--- src/rtl/aq_idu_gpr_scoreboard_pkg.sv ---
// Shared IDU constants and types for the GPR scoreboard.
// Holds the GPR count/width constants and a popcount helper.
package aq_idu_gpr_scoreboard_pkg;
   localparam int GPR_NUM   = 32;
   localparam int GPR_IDX_W = 5;
   localparam int GPR_CNT_W = 6;

   typedef logic [GPR_NUM-1:0]   gpr_vec_t;
   typedef logic [GPR_IDX_W-1:0] gpr_idx_t;
   typedef logic [GPR_CNT_W-1:0] gpr_cnt_t;

   function automatic gpr_cnt_t popcnt(input gpr_vec_t v);
      gpr_cnt_t c;
      c = '0;
      for (int i = 0; i < GPR_NUM; i++) c = c + gpr_cnt_t'(v[i]);
      return c;
   endfunction
endpackage

--- src/rtl/aq_idu_expand_32.sv ---
// 5-to-32 one-hot decoder used for every GPR index in the scoreboard.
module aq_idu_expand_32
   import aq_idu_gpr_scoreboard_pkg::*;
(
   input  gpr_idx_t idx,
   output gpr_vec_t onehot
);
   always_comb begin
      onehot      = '0;
      onehot[idx] = 1'b1;
   end
endmodule

--- src/rtl/aq_idu_gpr_scoreboard.sv ---
// GPR busy scoreboard: blocks dispatch on RAW/WAW hazards, released by ALU/LSU writeback.
// AQ_IDU_SB_WB_BYPASS_EN lets same-cycle writebacks mask hazards.
module aq_idu_gpr_scoreboard
   import aq_idu_gpr_scoreboard_pkg::*;
(
   input  logic           forever_cpuclk,
   input  logic           cpurst_b,
   input  logic           idu_sb_dp_vld,
   input  logic           idu_sb_dp_rd_vld,
   input  gpr_idx_t       idu_sb_dp_rd,
   input  logic           idu_sb_dp_rs1_vld,
   input  gpr_idx_t       idu_sb_dp_rs1,
   input  logic           idu_sb_dp_rs2_vld,
   input  gpr_idx_t       idu_sb_dp_rs2,
   input  logic           alu_sb_wb_vld,
   input  gpr_idx_t       alu_sb_wb_rd,
   input  logic           lsu_sb_wb_vld,
   input  gpr_idx_t       lsu_sb_wb_rd,
   input  logic           rtu_sb_flush,
   output logic           sb_idu_stall,
   output gpr_vec_t       sb_top_busy,
   output gpr_cnt_t       sb_top_busy_cnt,
   output logic           sb_top_empty
);
   gpr_vec_t busy, hzd, wb_clr, set_vec, new_set, clr_vec;
   gpr_vec_t rd_oh, rs1_oh, rs2_oh, alu_oh, lsu_oh;
   gpr_cnt_t cnt;
   logic     hazard, fire;

   aq_idu_expand_32 u_rd  (.idx(idu_sb_dp_rd),  .onehot(rd_oh));
   aq_idu_expand_32 u_rs1 (.idx(idu_sb_dp_rs1), .onehot(rs1_oh));
   aq_idu_expand_32 u_rs2 (.idx(idu_sb_dp_rs2), .onehot(rs2_oh));
   aq_idu_expand_32 u_alu (.idx(alu_sb_wb_rd),  .onehot(alu_oh));
   aq_idu_expand_32 u_lsu (.idx(lsu_sb_wb_rd),  .onehot(lsu_oh));

   // OR-ing the two one-hots merges identical ALU/LSU indices into one clear.
   assign wb_clr = ({GPR_NUM{alu_sb_wb_vld}} & alu_oh) | ({GPR_NUM{lsu_sb_wb_vld}} & lsu_oh);

`ifdef AQ_IDU_SB_WB_BYPASS_EN
   assign hzd = busy & ~wb_clr;
`else
   assign hzd = busy;
`endif

   assign hazard = (idu_sb_dp_rs1_vld & |(hzd & rs1_oh))
                 | (idu_sb_dp_rs2_vld & |(hzd & rs2_oh))
                 | (idu_sb_dp_rd_vld  & |(hzd & rd_oh));

   assign sb_idu_stall = idu_sb_dp_vld & (hazard | rtu_sb_flush);
   assign fire         = idu_sb_dp_vld & ~sb_idu_stall;

   // x0 is masked out of the set; a set beats a same-index clear.
   assign set_vec = {GPR_NUM{fire & idu_sb_dp_rd_vld}} & rd_oh & {{(GPR_NUM-1){1'b1}}, 1'b0};
   assign new_set = set_vec & ~busy;
   assign clr_vec = wb_clr & busy & ~set_vec;

   always_ff @(posedge forever_cpuclk or negedge cpurst_b) begin
      if (!cpurst_b) begin
         busy <= '0;
         cnt  <= '0;
      end else if (rtu_sb_flush) begin
         busy <= '0;
         cnt  <= '0;
      end else begin
         busy <= (busy | set_vec) & ~clr_vec;
         cnt  <= cnt + popcnt(new_set) - popcnt(clr_vec);
      end
   end

   assign sb_top_busy     = busy;
   assign sb_top_busy_cnt = cnt;
   assign sb_top_empty    = (cnt == '0);
endmodule

--- config.mk ---
export PLATFORM = sky130hd
export DESIGN_NAME = aq_idu_gpr_scoreboard
export DESIGN_NICKNAME = d
export VERILOG_FILES = /design/src/rtl/aq_idu_gpr_scoreboard_pkg.sv /design/src/rtl/aq_idu_expand_32.sv /design/src/rtl/aq_idu_gpr_scoreboard.sv
export SDC_FILE = /design/constraint.sdc
export NUM_CORES = 1
export LEC_CHECK = 0
export CAP_MARGIN = 0
export CORE_MARGIN = 2
export CORE_UTILIZATION = 35
export DETAILED_ROUTE_END_ITERATION = 12
export MAX_ROUTING_LAYER = met4
export PLACE_DENSITY = 0.66
export SLEW_MARGIN = 40
export SYNTH_ARGS = -nofsm -noshare
export SYNTH_HDL_FRONTEND = slang
export SYNTH_SLANG_ARGS = --single-unit
--- constraint.sdc ---
create_clock -name forever_cpuclk -period 10.6 [get_ports forever_cpuclk]
set_input_delay 1.59 -clock forever_cpuclk [delete_from_list [all_inputs] [get_ports forever_cpuclk]]
set_output_delay 1.59 -clock forever_cpuclk [all_outputs]
set_load 0.005 [all_outputs]
==> results.sh <==
export IMPL_nets=730
export IMPL_status="finished, final reports clean"
export IMPL_drc_errors=0
export IMPL_yosys_top_cells_count="inv_1, fa_1, dfrtp_1, nand2_1, o22ai_1"
export IMPL_cts_sinks=38
export IMPL_place_area_mm2=0.00616
export IMPL_post_route_period_util_pct=92.2
export IMPL_swShare_pct=38.1
export IMPL_placedCellCount=801
export IMPL_drt_wl_total_um=18700
export IMPL_numCtsBuffers=5
export IMPL_rsz0062_at_grt="false"
export IMPL_hp_start="sb_top_busy[31]"
export IMPL_io_buffers=73
export IMPL_power_frac_seq_pct=19.7
export IMPL_synth_area_leader_cell="fa_1"
export IMPL_cts_root_buf="clkbuf_16"
export IMPL_clk_pin_slew_ns=0.06
export IMPL_yosysSeqAreaShare_pct=18.0
export IMPL_syn_num_nets=671
export IMPL_post_cts_setup_buffers=0
export IMPL_vias_per_cell=6.06
export IMPL_die_h_um=127
export IMPL_combPwrFrac_pct=56.5
export IMPL_hold_depth=2
export IMPL_p_total_mw=0.850
export IMPL_syn_inst=565
export IMPL_synth_most_common_cell="inv_1"
export IMPL_r2r_end="sb_top_busy_cnt[5]"
export IMPL_overflow=0
export IMPL_worst_r2r_cell_count=25
export IMPL_drt_initial_drc_count=482
export IMPL_fin_util_pct=43.4
export IMPL_fin_skew_ns=0.00374
export IMPL_coreArea_mm2=0.0146
export IMPL_fin_hold_ws_ns=0.673
export IMPL_fmax_mhz=102
export IMPL_ys_seq_elements=38
export IMPL_critical_path_class="input port to flop"
export IMPL_reg2reg_slack_ns=2.30
export IMPL_grt_usage_pct=24.6
export IMPL_p_sw_mw=0.324
export IMPL_timing_final_ws_setup_ns=0.823
export IMPL_synth_top_area_share_pct=21.9
export IMPL_hp_class="flop to flop"
export IMPL_start_util_pct=36.1
export IMPL_finalSetupTns_ns=0
export IMPL_hpwlAfterDp_um=14500
export IMPL_antenna_cells=0
export IMPL_die_w_um=127
export IMPL_grt_pass1_vias=4946
export IMPL_first_pass_iters=6
export IMPL_startpoint="idu_sb_dp_rd[2]"
export IMPL_vias=4902
export IMPL_setup_violations_final=0
export IMPL_synthTopCellsByArea="fa_1, dfrtp_1, inv_1, mux2i_1, o22ai_1"
export IMPL_worst_pin_slew_ns=0.771
export IMPL_cts_tree="yes"
export IMPL_yosysUniqueCellTypes=58
export IMPL_min_to="sb_top_busy[31]"
export IMPL_gp_congestion=1.02
export IMPL_clk_latency_ns=0.30
export IMPL_areaGrowthSynthToFinish_pct=20.0
export IMPL_drive_above_1_share_pct=11.4
export IMPL_io_pins=74
export IMPL_ant_nets=0
export IMPL_htreeDepth=2
export IMPL_relSlewSlack_pct=48.4
export IMPL_cp_max_fo=24
export IMPL_crit_path_start_kind="input port"
export IMPL_cp_data_arrival_time_ns=9.94
export IMPL_cts_buffer_depth=2
export IMPL_wl_per_cell_um=23.1
export IMPL_ctsHoldBuffers=0
export IMPL_finalHoldViolations=0
export IMPL_max_cap_viol_count=0
export IMPL_p_int_mw=0.526
export IMPL_grt_max_degree=46
export IMPL_async_reset_ff_share_pct=100
export IMPL_end_kind="flop"
export IMPL_yosys_warnings=0
export IMPL_syn_area_per_cell_um2=9.37
export IMPL_synth_edf_count=0
export IMPL_netlist_area_mm2=0.00529
export IMPL_pwr_density_cell_mw_per_mm2=134
export IMPL_synth_main_ff_cell="dfrtp_1"
export IMPL_layout_cell_area_non_filler_mm2=0.00635
export IMPL_cp_required_ns=10.76
export IMPL_power_leakage_nw=2.55
export IMPL_reg2reg_from="sb_top_busy[28]"
export IMPL_postCtsResizedCells=0
export IMPL_place_ws_ns=0.522
export IMPL_vdd_ir_drop_max_uv=325
export IMPL_antenna_found_initial=0
export IMPL_final_cells=809
export IMPL_pwr_share_clk_pct=23.8
export IMPL_grt_pass1_wl_um=29100
export IMPL_rows=44
export IMPL_fin_crit_ns=9.78
export IMPL_slew_violations=0
export IMPL_die_area_mm2=0.0161
## registers in the layout (all words and copies together), names as in the netlist
name,flops
sb_top_busy_cnt,6
sb_top_busy,32
## per-layer routing
metal / global-route usage (%) / vias to the layer above / part of all wire [%] / wire, µm
li1: - / 2140 / - / -
met1: 30.8 / 2396 / 39 / 7220
met2: 37.7 / 297 / 47 / 8720
met3: 5.28 / 69 / 9.0 / 1680
met4: 12.9 / 0 / 5.6 / 1050
met5: - / - / 0 / 0
## power by group through the flow
stage               Combinational (mW)  Sequential [mW]  Clock (mW)
detailed placement               0.482            0.170           0
finish                           0.481            0.167       0.203
CTS                              0.491            0.167       0.206
floorplan                        0.356            0.168           0
global route                     0.563            0.168       0.209
global placement                 0.465            0.170           0
## cell usage in the layout, fill, tap and decap left out, drive strengths merged, types with 2 or more instances in the layout
cell type	n
a21o	2
a21oi	16
a22oi	2
and2	6
and3	3
buf	15
bufinv	2
clkbuf	5
clkdlybuf4s50	72
dfrtp	38
fa	58
ha	14
inv	78
mux2	3
mux2i	23
mux4	8
nand2	39
nand2b	11
nand3	16
nand3b	13
nand4	9
nor2	21
nor2b	8
nor3	15
nor3b	3
nor4	10
o21ai	2
o221ai	9
o22ai	34
o31ai	13
o32ai	8
o41ai	5
or2	5
or3	14
or3b	21
or4	6
xnor2	4
xor2	2
## critical path, cell delays in order
cell	delay, ns
clkdlybuf4s50_1	0.73
inv_1	0.47
nor4_1	0.12
a211oi_1	0.29
nand4_1	0.22
nor4_4	0.36
buf_4	0.23
nand2_4	0.20
or3_1	0.40
fa_1	0.53
fa_1	0.44
fa_1	0.50
fa_1	0.50
inv_1	0.06
fa_1	0.47
fa_1	0.49
inv_1	0.06
fa_1	0.47
fa_1	0.55
inv_1	0.05
ha_1	0.22
fa_1	0.41
a21o_1	0.19
a21oi_1	0.17
xnor2_1	0.14
nor2_1	0.06
## worst max path at each step
stage,to,slack [ns]
2_1_floorplan,sb_top_busy_cnt[5],1.51
3_3_place_gp,sb_top_busy_cnt[5],0.70
3_5_place_dp,sb_top_busy_cnt[5],0.52
4_1_cts,sb_top_busy_cnt[5],0.82
5_1_grt,sb_top_busy_cnt[5],0.32
6_report,sb_top_busy_cnt[5],0.82
## cell families (layout without fill, tap and decap cells)
kind of cell / count (synthesis) / after routing / share of synthesized area [%]
simple gates: 202 / 202 / 22.9
fa+ha+maj: 72 / 72 / 25.2
flops: 38 / 38 / 18.0
mux: 34 / 34 / 8.75
buf+inv: 113 / 173 / 9.31
xor+xnor: 6 / 6 / 0.993
compound gates: 100 / 100 / 14.9
## cell type report
cell class / count / area (µm²)
timing repair buffer: 87 / 833
fill: 1439 / 8290
multi-input combinational: 414 / 3850
tap: 184 / 230
clock inverter: 3 / 68.8
clock buffer: 5 / 125
inverter: 78 / 293
sequential: 38 / 951
Power figures use the tool's default switching activity.
